**config.mk**
```make
export PLATFORM = sky130hd
export DESIGN_NAME = button_conditioner_flat
export DESIGN_NICKNAME = d
export VERILOG_FILES = /design/src/rtl/button_conditioner_if.sv /design/src/rtl/button_conditioner.sv /design/src/flat_wrapper.sv
export SDC_FILE = /design/constraint.sdc
export NUM_CORES = 1
export LEC_CHECK = 0
export ABC_CLOCK_PERIOD_IN_PS = 2900
export CAP_MARGIN = 20
export CORE_ASPECT_RATIO = 1.75
export CORE_MARGIN = 3
export CORE_UTILIZATION = 30
export CTS_CLUSTER_SIZE = 30
export DETAILED_ROUTE_END_ITERATION = 8
export DONT_BUFFER_PORTS = 1
export SYNTH_ARGS = -nofsm -noshare
export SYNTH_HDL_FRONTEND = slang
export SYNTH_SLANG_ARGS = --single-unit
```
**constraint.sdc**
```tcl
create_clock -name clk -period 2.9 [get_ports clk]
set_input_delay 0.29 -clock clk [delete_from_list [all_inputs] [get_ports clk]]
set_output_delay 0.29 -clock clk [all_outputs]
set_load 0.02 [all_outputs]
```
**src/rtl/button_conditioner_if.sv**
```systemverilog
// Button-side signal bundle for button_conditioner: raw active-low inputs in,
// debounced levels and one-clock event pulses out.
interface button_conditioner_if;
  logic [5:0] btn_raw_n;
  logic [3:0] btn_level;
  logic [3:0] btn_press;
  logic       long_reset;
  logic       long_test;
  logic [1:0] hold_active;

  modport master (
    output btn_raw_n,
    input  btn_level, btn_press, long_reset, long_test, hold_active
  );

  modport slave (
    input  btn_raw_n,
    output btn_level, btn_press, long_reset, long_test, hold_active
  );
endinterface

```
**src/rtl/button_conditioner.sv**
```systemverilog
// Six-channel pushbutton conditioner: 2-flop synchronizer, per-channel debounce FSM,
// press pulses on channels 0-3 and long-hold pulses on channels 4-5.
module button_conditioner #(
  parameter int DEBOUNCE_CYCLES = 1000000,
  parameter int LONG_CYCLES     = 250000000
) (
  input  logic                 clk,
  input  logic                 rst_n,
  button_conditioner_if.slave  bus
);

  localparam int DW = (DEBOUNCE_CYCLES > 1) ? $clog2(DEBOUNCE_CYCLES) : 1;
  localparam int LW = (LONG_CYCLES > 1) ? $clog2(LONG_CYCLES) : 1;
  localparam logic [DW-1:0] DB_LAST   = DW'(DEBOUNCE_CYCLES - 1);
  localparam logic [LW-1:0] LONG_LAST = LW'(LONG_CYCLES - 1);

  typedef enum logic [2:0] {
    IDLE,
    PRESS_WAIT,
    HELD,
    RELEASE_WAIT,
    LONG_DONE
  } state_e;

  logic [5:0] sync1_q;
  logic [5:0] sync2_q;
  logic [5:0] btnIn;
  logic [5:0] levelVec;
  logic [5:0] pulseVec;

  // Synchronizer flops idle at the released (high) level of the raw inputs.
  always_ff @(posedge clk or negedge rst_n) begin
    if (!rst_n) begin
      sync1_q <= '1;
      sync2_q <= '1;
    end else begin
      sync1_q <= bus.btn_raw_n;
      sync2_q <= sync1_q;
    end
  end

  assign btnIn = ~sync2_q;

  for (genvar i = 0; i < 6; i++) begin : g_ch
    localparam bit IS_LONG = (i >= 4);

    state_e        state_q, state_d;
    logic [DW-1:0] dbCnt_q, dbCnt_d;
    logic          fromLong_q, fromLong_d;
    logic          pulse_q, pulse_d;
    logic          holdHit;

    always_ff @(posedge clk or negedge rst_n) begin
      if (!rst_n) begin
        state_q    <= IDLE;
        dbCnt_q    <= '0;
        fromLong_q <= 1'b0;
        pulse_q    <= 1'b0;
      end else begin
        state_q    <= state_d;
        dbCnt_q    <= dbCnt_d;
        fromLong_q <= fromLong_d;
        pulse_q    <= pulse_d;
      end
    end

    // Long-hold detection takes priority over the release debounce window.
    always_comb begin
      state_d    = state_q;
      dbCnt_d    = (dbCnt_q == '1) ? dbCnt_q : dbCnt_q + 1'b1;
      fromLong_d = fromLong_q;
      pulse_d    = 1'b0;
      case (state_q)
        IDLE: begin
          if (btnIn[i]) begin
            state_d = PRESS_WAIT;
            dbCnt_d = '0;
          end
        end
        PRESS_WAIT: begin
          if (!btnIn[i]) begin
            state_d = IDLE;
          end else if (dbCnt_q == DB_LAST) begin
            state_d = HELD;
            pulse_d = !IS_LONG;
          end
        end
        HELD: begin
          if (holdHit) begin
            state_d = LONG_DONE;
            pulse_d = 1'b1;
          end else if (!btnIn[i]) begin
            state_d    = RELEASE_WAIT;
            dbCnt_d    = '0;
            fromLong_d = 1'b0;
          end
        end
        LONG_DONE: begin
          if (!btnIn[i]) begin
            state_d    = RELEASE_WAIT;
            dbCnt_d    = '0;
            fromLong_d = 1'b1;
          end
        end
        RELEASE_WAIT: begin
          if (holdHit && !fromLong_q) begin
            state_d = LONG_DONE;
            pulse_d = 1'b1;
          end else if (btnIn[i]) begin
            state_d = fromLong_q ? LONG_DONE : HELD;
          end else if (dbCnt_q == DB_LAST) begin
            state_d = IDLE;
          end
        end
        default: state_d = IDLE;
      endcase
    end

    if (IS_LONG) begin : g_hold
      logic [LW-1:0] holdCnt_q;

      always_ff @(posedge clk or negedge rst_n) begin
        if (!rst_n) begin
          holdCnt_q <= '0;
        end else if (state_q == PRESS_WAIT && state_d == HELD) begin
          holdCnt_q <= '0;
        end else if ((state_q == HELD || (state_q == RELEASE_WAIT && !fromLong_q))
                     && holdCnt_q != '1) begin
          holdCnt_q <= holdCnt_q + 1'b1;
        end
      end

      assign holdHit = (holdCnt_q == LONG_LAST);
    end else begin : g_short
      assign holdHit = 1'b0;
    end

    assign levelVec[i] = (state_q == HELD) || (state_q == RELEASE_WAIT) || (state_q == LONG_DONE);
    assign pulseVec[i] = pulse_q;
  end

  assign bus.btn_level   = levelVec[3:0];
  assign bus.btn_press   = pulseVec[3:0];
  assign bus.long_reset  = pulseVec[4];
  assign bus.long_test   = pulseVec[5];
  assign bus.hold_active = levelVec[5:4];

endmodule
```
**src/flat_wrapper.sv**
```systemverilog
// flat-port wrapper written by rule: the top's interface ports become plain ports
module button_conditioner_flat 
#(
  parameter int DEBOUNCE_CYCLES = 1000000,
  parameter int LONG_CYCLES     = 250000000
)
  (clk, rst_n, bus_btn_raw_n, bus_btn_level, bus_btn_press, bus_long_reset, bus_long_test, bus_hold_active);
  button_conditioner_if bus_i ();
  input  logic clk;
  input  logic rst_n;
  input wire logic [$bits(bus_i.btn_raw_n)-1:0] bus_btn_raw_n;
  output wire logic [$bits(bus_i.btn_level)-1:0] bus_btn_level;
  output wire logic [$bits(bus_i.btn_press)-1:0] bus_btn_press;
  output wire logic [$bits(bus_i.long_reset)-1:0] bus_long_reset;
  output wire logic [$bits(bus_i.long_test)-1:0] bus_long_test;
  output wire logic [$bits(bus_i.hold_active)-1:0] bus_hold_active;
  assign bus_i.btn_raw_n = bus_btn_raw_n;
  assign bus_btn_level = bus_i.btn_level;
  assign bus_btn_press = bus_i.btn_press;
  assign bus_long_reset = bus_i.long_reset;
  assign bus_long_test = bus_i.long_test;
  assign bus_hold_active = bus_i.hold_active;
  button_conditioner #(.DEBOUNCE_CYCLES(DEBOUNCE_CYCLES), .LONG_CYCLES(LONG_CYCLES)) u_core (.clk(clk), .rst_n(rst_n), .bus(bus_i));
endmodule
```
==> summary.md, run 1 <==
| Metric | Value |
|---|---|
| Final #Nets | `between 1000 and 1500` |
| VDD IR max | `~0.31 mV` |
| Yosys cell types | `61` |
| CP max FO | `14` |
| Area of the core | `38630 µm²` |
| CTS tree | `built` |
| Most used cell along the critical path | `or4_1` |
| Clk slew on worst S/H paths | `~0.070 ns` |
| P_sw | `roughly 0.0017 W` |
| DR vias/cell | `between 5 and 6` |
| Max Fclk | `about 0.42 GHz` |
| Port bufs | `0` |
| Failing checks | `hold timing` |
| DRT iter0 DRCs | `655` |
| Synth Area in Compound Gates | `13.37%` |
| Grt total ovfl | `0` |
| Final Util | `34.29%` |
| Crit-path max cell delay | `roughly 0.54 ns` |
| Largest net degree at the start of global routing | `between 200 and 250` |
| Sw Ratio | `24.26%` |
| Flop pwr share | `between 40% and 50%` |
| HP Class | `input port to async pin` |
| Die Span Y | `approximately 270 µm` |
| Flop2flop setup slack | `0.50 ns` |
| Inserted Diodes | `0` |
| WHS | `-0.5548 ns` |
| Max Cap Violations | `0` |
| Synth top cells by count | `dfrtp_1 (206), nor2_1 (158), nand2_1 (112)` |
| Placed inst area | `~12000 µm²` |
| Initial Utilization | `a little under a third` |
| CTS sink count | `218` |
| Logic pwr share | `under 10%` |
| Clock power frac | `between 40% and 50%` |
| Status | `finished with violations` |
| Simple-gate share of the synthesized area | `between 20% and 30%` |
| Layout cells sized above 1 | `approximately 7.5%` |
| Crit-path slowest cell | `or4_1` |
| Total track usage | `approximately 13%` |
| Crit Path Category | `flip-flop to flip-flop` |
| Synth Area in Adders | `0.8471%` |
| Clk Latency, worst-skew pair | `around 0.54 ns` |
| Crit path time final | `2.402 ns` |
| Post-route design area | `~13000 µm²` |
| Yosys top cell area share | `43.63%` |
| Post-DP HPWL | `~18 mm` |
| Final setup fails | `0` |
| DP Worst Slack | `roughly 0.52 ns` |
| Max Slew Vio Count | `0` |
| Reg2reg start | `u_core.g_ch[4].g_hold.holdCnt_q[6]$_DFFE_PN0P_` |
| First-pass GRT wire length | `between 40 and 50 mm` |
| Unrepaired setup endpoints after global routing | `no` |
| Average cell area after synthesis | `8.999 µm²` |
| Largest family of logic cells by synthesized area | `simple AND/OR/NAND/NOR gates` |
| DRC violation count after routing | `0` |
| Largest area contributor in the netlist | `dfrtp_1` |
| Mux contribution to synthesized area | `1.535%` |
| Routed WL per cell | `roughly 15 µm` |
| Clk_skew | `around 0.022 ns` |
| I/O pin count | `20` |
| EDFF count, synth | `0` |
| Cells after synthesis | `approximately 1300` |
| Final setup TNS | `0 ns` |
| Sequential area share after synthesis | `46.29%` |
| Placer Congestion | `0.8725` |
| Die width | `approximately 160 µm` |
| Ys flop type | `dfrtp_1` |
| 1st-pass router iterations | `4` |
| Worst setup SP type | `flip-flop` |
| Post-CTS Hold Fix Bufs | `6` |
| Fraction of registers with async set/reset | `100.0%` |
| Num CTS Buffers | `24` |
| DIE AREA | `between 40000 and 50000 µm²` |
| FF-to-FF End | `u_core.g_ch[4].g_hold.holdCnt_q[25]$_DFFE_PN0P_` |
| R2R depth | `5` |
| Hold violation total from the final report | `218` |
| Mapped Area | `11820 µm²` |
| Via count | `9849` |
| FP Rows | `95` |
| Clock root buffer | `clkbuf_16` |
| Element type at the critical path end | `flip-flop` |
| Internal | `0.005200 W` |
| Final wirelength | `about 27 mm` |
| PwrDens | `about 520 nW/µm²` |
| Relative slew slack | `between 40% and 50%` |
| H-tree lvl count | `1` |
| Worst slew pin tran | `between 0.8 and 0.9 ns` |
| Post-route ant nets | `0` |
| CP arrival | `~2.9 ns` |
| Lkg Pwr | `~5.2 nW` |
| Req. time, crit path | `between 3 and 4 ns` |
| Final worst slack | `~0.50 ns` |
| Most common cell in the netlist | `dfrtp_1` |
| CP cell instances | `nand4_1 -> or4_1 -> a311o_1 -> or4_1 -> a21oi_1` |
| Yosys warns | `0` |
| Number of global-route vias before repair | `between 9000 and 10000` |
| Post-synthesis xor/xnor area fraction | `under 10%` |
| Synthesized flop and latch total | `218` |
| Top post-synthesis cells by area | `dfrtp_1 (44%), nor2_1 (5.0%), xnor2_1 (4.5%), a21oi_1 (3.8%), nand2_1 (3.6%)` |
| Post-synth net total | `~1300` |
| Final Cycle Share | `~83%` |
| Initial antenna violation count | `0` |
| # resized after CTS | `0` |
| Area Overhead vs Synth | `12.11%` |
| CTS Buffer Depth | `3` |
## what timing repair did
action,CTS,global route
setup buffers,0,0
endpoints found under the setup margin,0,0
hold endpoints to repair,224,218
## metal layers
metal,up-vias,GRT usage (%),routed length (µm)
li1,4834,-,-
met1,4856,14.12,10810
met2,105,24.38,14480
met3,54,1.574,641
met4,0,5.112,807
met5,-,0,0
## placed cells by master, fill, tap and decap left out, types with 25 or more instances in the layout
cell	Yosys	routed
and3_1	26	26
o21ai_0	60	60
nor2_1	158	158
nand4_1	56	56
nand2_1	112	112
dfrtp_1	206	206
inv_1	25	25
nor3_1	43	43
nand3_1	75	75
xnor2_1	61	61
a21oi_1	89	89
or3_1	35	35
## registers in the layout (all words and copies together), names as in the netlist
name                          cells
u_core.bus.long_test              1
u_core.g_ch.pulse_q               4
u_core.g_ch.state_q              18
u_core.g_ch.g_hold.holdCnt_q     56
u_core.g_ch.dbCnt_q             120
u_core.bus.long_reset             1
u_core.sync1_q                    6
u_core.g_ch.fromLong_q            6
u_core.sync2_q                    6
## power groups by stage
stage          Clock (W)  Combinational (W)  Sequential (W)
2_1_floorplan          0           0.000307         0.00337
3_3_place_gp           0           0.000348         0.00342
3_5_place_dp           0           0.000359         0.00343
4_1_cts          0.00324           0.000370         0.00337
5_1_grt          0.00337           0.000425         0.00340
6_report         0.00313           0.000362         0.00338
## logic make-up after synthesis
family | after synthesis
xor gates and xnor gates | 82
DFF | 218
muxes | 18
buffers and inverters | 79
AOI/OAI and AO/OA | 258
adders and majority gates | 8
and+or+nand+nor | 650
## worst max-delay path, delay by kind of cell, from the launching register on
family	cells	cell delay, ns
AOI/OAI and AO/OA	2	0.58
DFF	1	0.42
and+or+nand+nor	3	1.30
## final cells by class
| class | count | area, µm² |
|---|---|---|
| Timing Repair Buffer | 28 | 225.2 |
| Inverter | 25 | 93.84 |
| Tap cell | 485 | 606.8 |
| Multi-Input combinational cell | 1016 | 6042 |
| Fill cell | 3911 | 25380 |
| Clock inverter | 11 | 125.1 |
| Sequential cell | 218 | 5470 |
| Clock buffer | 33 | 684.4 |
## how the worst max path moves through the flow
stage	from	end	slack, ns	cells after the start
floorplan	u_core.g_ch[5].dbCnt_q[8]$_DFF_PN0_	u_core.g_ch[5].g_hold.holdCnt_q[22]$_DFFE_PN0P_	0.74	6
global placement	u_core.g_ch[5].dbCnt_q[8]$_DFF_PN0_	u_core.g_ch[5].g_hold.holdCnt_q[6]$_DFFE_PN0P_	0.53	5
detailed placement	u_core.g_ch[5].dbCnt_q[8]$_DFF_PN0_	u_core.g_ch[5].g_hold.holdCnt_q[0]$_DFFE_PN0P_	0.52	5
CTS	u_core.g_ch[5].dbCnt_q[8]$_DFF_PN0_	u_core.g_ch[5].g_hold.holdCnt_q[6]$_DFFE_PN0P_	0.51	5
global route	u_core.g_ch[5].dbCnt_q[8]$_DFF_PN0_	u_core.g_ch[5].g_hold.holdCnt_q[6]$_DFFE_PN0P_	0.31	5
finish	u_core.g_ch[4].g_hold.holdCnt_q[6]$_DFFE_PN0P_	u_core.g_ch[4].g_hold.holdCnt_q[25]$_DFFE_PN0P_	0.50	5
## metrics by stage
stage,total power (W),instances,hold WS (ns)
global route,0.007189,1816,-0.5798
CTS,0.006984,1816,-0.5829
finish,0.006866,1816,-0.5548
floorplan,0.003680,1313,-0.005591
global placement,0.003765,1766,0.003968
detailed placement,0.003786,1766,0.003116
(Power assumes the default switching activity.)
==> run 2, diff against run 1 <==
--- a/config.mk
+++ b/config.mk
@@ -5,7 +5,7 @@
 export SDC_FILE = /design/constraint.sdc
 export NUM_CORES = 1
 export LEC_CHECK = 0
-export ABC_CLOCK_PERIOD_IN_PS = 2900
+export ABC_CLOCK_PERIOD_IN_PS = 2280
 export CAP_MARGIN = 20
 export CORE_ASPECT_RATIO = 1.75
 export CORE_MARGIN = 3
==> constraint.sdc (replaced) <==
create_clock -name clk -period 2.28 [get_ports clk]
set_input_delay 0.228 -clock clk [delete_from_list [all_inputs] [get_ports clk]]
set_output_delay 0.228 -clock clk [all_outputs]
set_load 0.02 [all_outputs]
==> run 2 against run 1 <==
Against the previous run: the flow still finishes with violations (hold timing); sequential share of layout area down 1.1 points; hold slack got worse by 0.064 ns; critical path type unchanged; die area unchanged; critical path depth unchanged; flip-flop and latch count unchanged; core utilization grew 0.92 points; global-route usage up 0.074 points; largest power group unchanged; first-iteration DRC count down 15%.
==> summary.md, run 2 (synthesis results as in run 1) <==
| Metric | Value |
|---|---|
| Status | `finished with violations` |
| Failing checks | `hold timing` |
| Biggest regs | `u_core.g_ch.dbCnt_q: 120 flops, u_core.g_ch.g_hold.holdCnt_q: 56 flops, u_core.g_ch.state_q: 18 flops` |
| Initial antenna violation count | `0 (unchanged)` |
| Number of global-route vias before repair | `9923 (+1.9%)` |
| Relative slew slack | `44.65% (+2.4 points)` |
| DR vias/cell | `5.379 (-0.81%)` |
| Post-CTS Hold Fix Bufs | `6 (unchanged)` |
| Placer Congestion | `0.8672 (-0.61%)` |
| Clk_skew | `0.02261 ns (+0.0005991 ns)` |
| Die Span Y | `268.5 µm (unchanged)` |
| Die width | `156.0 µm (unchanged)` |
| Total track usage | `12.83% (+0.074 points)` |
| DRT iter0 DRCs | `555 (-15%)` |
| Initial Utilization | `30.59% (unchanged)` |
| 1st-pass router iterations | `5 (+1)` |
| DRC violation count after routing | `0 (unchanged)` |
| Final Cycle Share | `95.55% (+13 points)` |
| Clock root buffer | `clkbuf_16` |
| HP Class | `input port to async pin` |
| Fill count | `3876 (-0.89%)` |
| FP Rows | `95 (unchanged)` |
| Layout cells sized above 1 | `11.04% (+3.5 points)` |
| Most frequent cells in the layout | `dfrtp_1 (203), nor2_1 (158), nand2_1 (111)` |
| Crit path time final | `2.179 ns (-0.2237 ns)` |
| CTS sink count | `218 (unchanged)` |
| Worst setup SP type | `flip-flop` |
| CP arrival | `2.63 ns (-0.22 ns)` |
| Max Fclk | `0.4590 GHz (+10%)` |
| CTS tree | `built` |
| Max Slew Vio Count | `0 (unchanged)` |
| Crit-path slowest cell | `or4_4` |
| Inserted Diodes | `0 (unchanged)` |
| Max Cap Violations | `0 (unchanged)` |
| Routed WL per cell | `14.67 µm (-0.37%)` |
| Area of the core | `38630 µm² (unchanged)` |
| Req. time, crit path | `2.74 ns (-0.61 ns)` |
| Largest register FFs | `120 (unchanged)` |
| CP max FO | `5 (-9)` |
| Lkg Pwr | `5.456 nW (+4.3%)` |
| Largest net degree at the start of global routing | `219 (unchanged)` |
| Num CTS Buffers | `23 (-4.2%)` |
| Most used cell along the critical path | `or4_4` |
| H-tree lvl count | `1 (unchanged)` |
| Final Util | `35.22% (+0.92 points)` |
| Hold violation total from the final report | `218 (unchanged)` |
| Worst slew pin tran | `0.8093 ns (-0.04762 ns)` |
| Element type at the critical path end | `flip-flop` |
| CP cell instances | `nand4_4 -> or4_4 -> or4_4 -> or3_1 -> a21oi_1` |
| Final setup fails | `0 (unchanged)` |
| VDD IR max | `0.4315 mV (+38%)` |
| First-pass GRT wire length | `46.60 mm (+0.94%)` |
| Port bufs | `0 (unchanged)` |
| I/O pin count | `20 (unchanged)` |
| Crit-path max cell delay | `0.56 ns (+0.02 ns)` |
| Post-route ant nets | `0 (unchanged)` |
| PwrDens | `642.4 nW/µm² (+24%)` |
| Reg with most FFs | `u_core.g_ch.dbCnt_q` |
| Final wirelength | `27.19 mm (+1.7%)` |
| CTS Buffer Depth | `3 (unchanged)` |
| DIE AREA | `41900 µm² (unchanged)` |
| WHS | `-0.6187 ns (-0.06384 ns)` |
| Post-DP HPWL | `18.57 mm (+1.7%)` |
| Leading cell type in the layout, fill and taps excluded | `dfrtp_1` |
| Grt total ovfl | `0 (unchanged)` |
| Clk Latency, worst-skew pair | `0.55 ns (about the same)` |
| Final #Nets | `1367 (+2.9%)` |
| Area Overhead vs Synth | `15.13%` |
| Via count | `9968 (+1.2%)` |
| Crit Path Category | `flip-flop to flip-flop` |
| Clk slew on worst S/H paths | `0.06 ns (about the same)` |
## run 2: cell count changes in the layout (fill, tap and decap cells not counted), moves of 2 or more
cell,before,now
dfrtp_2,0,3
buf_4,22,59
or4_4,1,3
or4_1,23,21
dfrtp_1,206,203
clkbuf_1,4,2
buf_12,0,2
## run 2: worst paths after layout
| check | end | slack, ns | cells after the start | startpoint |
|---|---|---|---|---|
| worst max-delay path | u_core.g_ch[5].g_hold.holdCnt_q[23]$_DFFE_PN0P_ | 0.10 | 5 | u_core.g_ch[5].g_hold.holdCnt_q[9]$_DFFE_PN0P_ |
| min in group clk | u_core.sync1_q[3]$_DFF_PN1_ | 0.23 | 1 | bus_btn_raw_n[3] |
| worst min-delay path | u_core.g_ch[3].state_q[2]$_DFFE_PN0P_ | -0.62 | 0 | rst_n |
| max in group asynchronous | u_core.sync1_q[5]$_DFF_PN1_ | 2.46 | 0 | rst_n |
| worst max register to register | u_core.g_ch[5].g_hold.holdCnt_q[23]$_DFFE_PN0P_ | 0.10 | 5 | u_core.g_ch[5].g_hold.holdCnt_q[9]$_DFFE_PN0P_ |
| worst min register to register | u_core.sync2_q[2]$_DFF_PN1_ | 0.36 | 0 | u_core.sync1_q[2]$_DFF_PN1_ |
## run 2: area by class of cell
cell class	instances	area [µm²]	area share [%]
Timing Repair Buffer	67	543.0	3.992
Inverter	25	93.84	0.6898
Tap cell	485	606.8	4.461
Multi-Input combinational cell	1016	6092	44.78
Clock buffer	31	665.6	4.893
Clock inverter	11	128.9	0.9473
Sequential cell	218	5474	40.24
## run 2: what timing repair did
action | CTS | global route
resized for setup | 0 | 15
setup buffers | 0 | 7
endpoints found under the hold margin | 224 | 218
setup endpoints to repair | 0 | 21
## run 2: through the flow
| stage | std cells | setup slack, ns | setup TNS (ns) | cell area (µm²) | total power (W) |
|---|---|---|---|---|---|
| 2_1_floorplan | 1313 | 0.1236 | 0 | 11820 | 0.004680 |
| 3_3_place_gp | 1798 | 0.08476 | 0 | 12640 | 0.004801 |
| 3_5_place_dp | 1798 | 0.05802 | 0 | 12640 | 0.004829 |
| 4_1_cts | 1846 | 0.06130 | 0 | 13500 | 0.008909 |
| 5_1_grt | 1853 | -0.01591 | -0.03294 | 13600 | 0.009143 |
| 6_report | 1853 | 0.1014 | 0 | 13600 | 0.008740 |
## run 2: routing by layer
| layer | track usage [%] | part of all wire [%] | up-vias |
|---|---|---|---|
| met3 | 1.397 | 2.6 | 76 |
| met1 | 14.38 | 40 | 4830 |
| met5 | 0 | 0 | - |
| met4 | 6.140 | 3.9 | 0 |
| li1 | - | - | 4903 |
| met2 | 23.96 | 53 | 159 |
## run 2: power breakdown
| group | internal, W | switching (W) |
|---|---|---|
| sequential | 0.00406 | 0.000224 |
| clock | 0.00230 | 0.00168 |
| combinational | 0.000232 | 0.000254 |
## run 2: worst max-delay path: cells and delay by family (launching register included)
family,cells,cell delay [ns]
AO/OA/AOI/OAI,1,0.14
flip-flops,1,0.43
AND/OR/NAND/NOR,4,1.52
==> run 3, diff against run 2 <==
--- a/config.mk
+++ b/config.mk
@@ -13,6 +13,7 @@
 export CTS_CLUSTER_SIZE = 30
 export DETAILED_ROUTE_END_ITERATION = 8
 export DONT_BUFFER_PORTS = 1
+export PLACE_DENSITY = 0.55
 export SYNTH_ARGS = -nofsm -noshare
 export SYNTH_HDL_FRONTEND = slang
 export SYNTH_SLANG_ARGS = --single-unit
==> run 3 against run 2 <==
Against the previous run: the flow still finishes with violations (hold timing); combinational power up 4.5%; first-iteration DRC count down 20%; setup slack about the same; routed wire length up 2.6%; critical path type unchanged; largest power group unchanged.
==> summary.md, run 3 (synthesis results as in run 1) <==
| Metric | Value |
|---|---|
| Layout cells sized above 1 | `11.45% (+0.41 points)` |
| DR vias/cell | `5.357 (-0.41%)` |
| 1st-pass router iterations | `5 (unchanged)` |
| Area Overhead vs Synth | `16.03%` |
| Port bufs | `0 (unchanged)` |
| Via count | `9991 (+0.23%)` |
| Number of global-route vias before repair | `9993 (+0.71%)` |
| CTS tree | `built` |
| Max Slew Vio Count | `0 (unchanged)` |
| Crit path time final | `2.178 ns (-0.0003380 ns)` |
| Internal | `0.006749 W (+2.5%)` |
| Num CTS Buffers | `23 (unchanged)` |
| Final setup TNS | `0 ns (unchanged)` |
| DRC violation count after routing | `0 (unchanged)` |
| Status | `finished with violations` |
| Final wirelength | `27.89 mm (+2.6%)` |
| Final worst slack | `0.1017 ns (+0.0003380 ns)` |
| CTS sink count | `218 (unchanged)` |
| Clk Latency, worst-skew pair | `0.53 ns (-0.02 ns)` |
| Initial antenna violation count | `0 (unchanged)` |
| R2R depth | `6 (+1)` |
| Final Cycle Share | `95.54% (about the same)` |
| FF-to-FF End | `u_core.g_ch[4].g_hold.holdCnt_q[25]$_DFFE_PN0P_` |
| Clock power frac | `45.9% (+0.4 points)` |
| CP arrival | `2.62 ns (about the same)` |
| Top sig layer | `met4` |
| Reg2reg start | `u_core.g_ch[4].g_hold.holdCnt_q[0]$_DFFE_PN0P_` |
| Total track usage | `13.35% (+0.52 points)` |
| Req. time, crit path | `2.72 ns (-0.02 ns)` |
| FF+latch area | `5472 µm² (about the same)` |
| Max Cap Violations | `0 (unchanged)` |
| M1 wire length | `11.08 mm (+1.3%)` |
| Most frequent cells in the layout | `dfrtp_1 (205), nor2_1 (158), nand2_1 (111)` |
| CP max FO | `9 (+4)` |
| Initial Utilization | `30.59% (unchanged)` |
| Final setup fails | `0 (unchanged)` |
| PwrDens | `644.9 nW/µm² (+0.39%)` |
| Post-CTS Hold Fix Bufs | `6 (unchanged)` |
| Failing checks | `hold timing` |
| Routed WL per cell | `14.95 µm (+1.9%)` |
| CTS Buffer Depth | `3 (unchanged)` |
| DIE AREA | `41900 µm² (unchanged)` |
| Flop2flop setup slack | `0.10 ns (about the same)` |
| Area of the core | `38630 µm² (unchanged)` |
| Element type at the critical path end | `flip-flop` |
| WHS | `-0.5860 ns (+0.03262 ns)` |
| VDD IR max | `0.3142 mV (-27%)` |
| P_sw | `0.002093 W (-2.8%)` |
| Unrepaired setup endpoints after global routing | `no` |
| Sw Ratio | `23.67% (-0.97 points)` |
| Post-route ant nets | `0 (unchanged)` |
| Leading cell type in the layout, fill and taps excluded | `dfrtp_1` |
| DR WL met2 | `15.35 mm (+6.1%)` |
| Lkg Pwr | `5.522 nW (+1.2%)` |
| Fill count | `3850 (-0.67%)` |
| Placer Congestion | `0.8260 (-4.8%)` |
| Die width | `156.0 µm (unchanged)` |
| Inserted Diodes | `0 (unchanged)` |
| Logic pwr share | `5.7% (about the same)` |
| DP Worst Slack | `0.01972 ns (-0.03831 ns)` |
| Clock root buffer | `clkbuf_16` |
| Flop pwr share | `48.4% (-0.6 points)` |
| I/O pin count | `20 (unchanged)` |
| Final #Nets | `1379 (+0.88%)` |
| Worst slew pin tran | `0.6991 ns (-0.1102 ns)` |
| Largest net degree at the start of global routing | `219 (unchanged)` |
| Clk slew on worst S/H paths | `0.06 ns (about the same)` |
| Largest register FFs | `120 (unchanged)` |
| Routed wl met3 | `515 µm (-27%)` |
| First-pass GRT wire length | `47.87 mm (+2.7%)` |
| FP Rows | `95 (unchanged)` |
| Hold violation total from the final report | `218 (unchanged)` |
| Post-DP HPWL | `19.42 mm (+4.6%)` |
| Biggest regs | `u_core.g_ch.dbCnt_q: 120 flops, u_core.g_ch.g_hold.holdCnt_q: 56 flops, u_core.g_ch.state_q: 18 flops` |
| Worst setup SP type | `flip-flop` |
| Clk_skew | `0.02262 ns (+0.00001650 ns)` |
| Relative slew slack | `52.90% (+8.2 points)` |
| Max Fclk | `0.4591 GHz (about the same)` |
| Crit Path Category | `flip-flop to flip-flop` |
| H-tree lvl count | `1 (unchanged)` |
| Multi-input gate area | `6087 µm² (about the same)` |
| Die Span Y | `268.5 µm (unchanged)` |
| Reg with most FFs | `u_core.g_ch.dbCnt_q` |
| HP Class | `input port to async pin` |
| Grt total ovfl | `0 (unchanged)` |
| DRT iter0 DRCs | `443 (-20%)` |
run 3: metrics by stage:
step	utilization (%)	instances	total power [W]	instance area [µm²]	hold slack, ns
after CTS	35.31	1862	0.008984	13640	-0.6158
final	35.49	1865	0.008842	13710	-0.5860
after global routing	35.49	1865	0.009226	13710	-0.6119
after global placement	33.07	1814	0.004818	12780	-0.05143
after floorplan	-	1313	0.004680	11820	-0.06759
after detailed placement	33.07	1814	0.004841	12780	-0.05289
run 3: critical path, cell delays in order (launching register included):
cell,delay [ns]
dfrtp_1,0.42
ha_1,0.24
and3_1,0.22
and4_1,0.20
a311o_2,0.40
or4_1,0.49
a21oi_1,0.15
run 3: cell type report:
class	count	share of cell area [%]
clock buffer	33	4.764
clock inverter	9	1.113
inverter	25	0.6844
multi-input combinational	1016	44.40
sequential	218	39.91
tap	485	4.426
timing repair buffer	79	4.709
run 3: metal layers:
metal,vias up,GRT usage (%)
met1,4891,14.89
met2,107,25.50
met3,54,1.317
li1,4939,-
met4,0,5.614
met5,-,0
run 3: worst max-delay path by stage:
stage | startpoint | end | slack, ns
after detailed placement | u_core.g_ch[5].g_hold.holdCnt_q[0]$_DFFE_PN0P_ | u_core.g_ch[5].g_hold.holdCnt_q[8]$_DFFE_PN0P_ | 0.02
final | u_core.g_ch[4].g_hold.holdCnt_q[0]$_DFFE_PN0P_ | u_core.g_ch[4].g_hold.holdCnt_q[25]$_DFFE_PN0P_ | 0.10
after global routing | u_core.g_ch[4].g_hold.holdCnt_q[8]$_DFFE_PN0P_ | u_core.g_ch[4].g_hold.holdCnt_q[25]$_DFFE_PN0P_ | 0.002
after CTS | u_core.g_ch[5].g_hold.holdCnt_q[0]$_DFFE_PN0P_ | u_core.g_ch[5].g_hold.holdCnt_q[8]$_DFFE_PN0P_ | 0.003
after global placement | u_core.g_ch[5].g_hold.holdCnt_q[0]$_DFFE_PN0P_ | u_core.g_ch[5].g_hold.holdCnt_q[11]$_DFFE_PN0P_ | 0.13
after floorplan | u_core.g_ch[5].dbCnt_q[8]$_DFF_PN0_ | u_core.g_ch[5].g_hold.holdCnt_q[22]$_DFFE_PN0P_ | 0.12
run 3: what timing repair did:
item | 4_1_cts | 5_1_grt
hold endpoints to repair | 224 | 218
setup endpoints to repair | 0 | 29
buffers inserted | 0 | 3
resized for setup | 0 | 12
run 3: power groups by stage:
| stage | logic (W) | clock network [W] | registers, W |
|---|---|---|---|
| 2_1_floorplan | 0.000391 | 0 | 0.00429 |
| 3_3_place_gp | 0.000480 | 0 | 0.00434 |
| 3_5_place_dp | 0.000496 | 0 | 0.00434 |
| 4_1_cts | 0.000508 | 0.00420 | 0.00428 |
| 5_1_grt | 0.000585 | 0.00433 | 0.00431 |
| 6_report | 0.000508 | 0.00405 | 0.00428 |
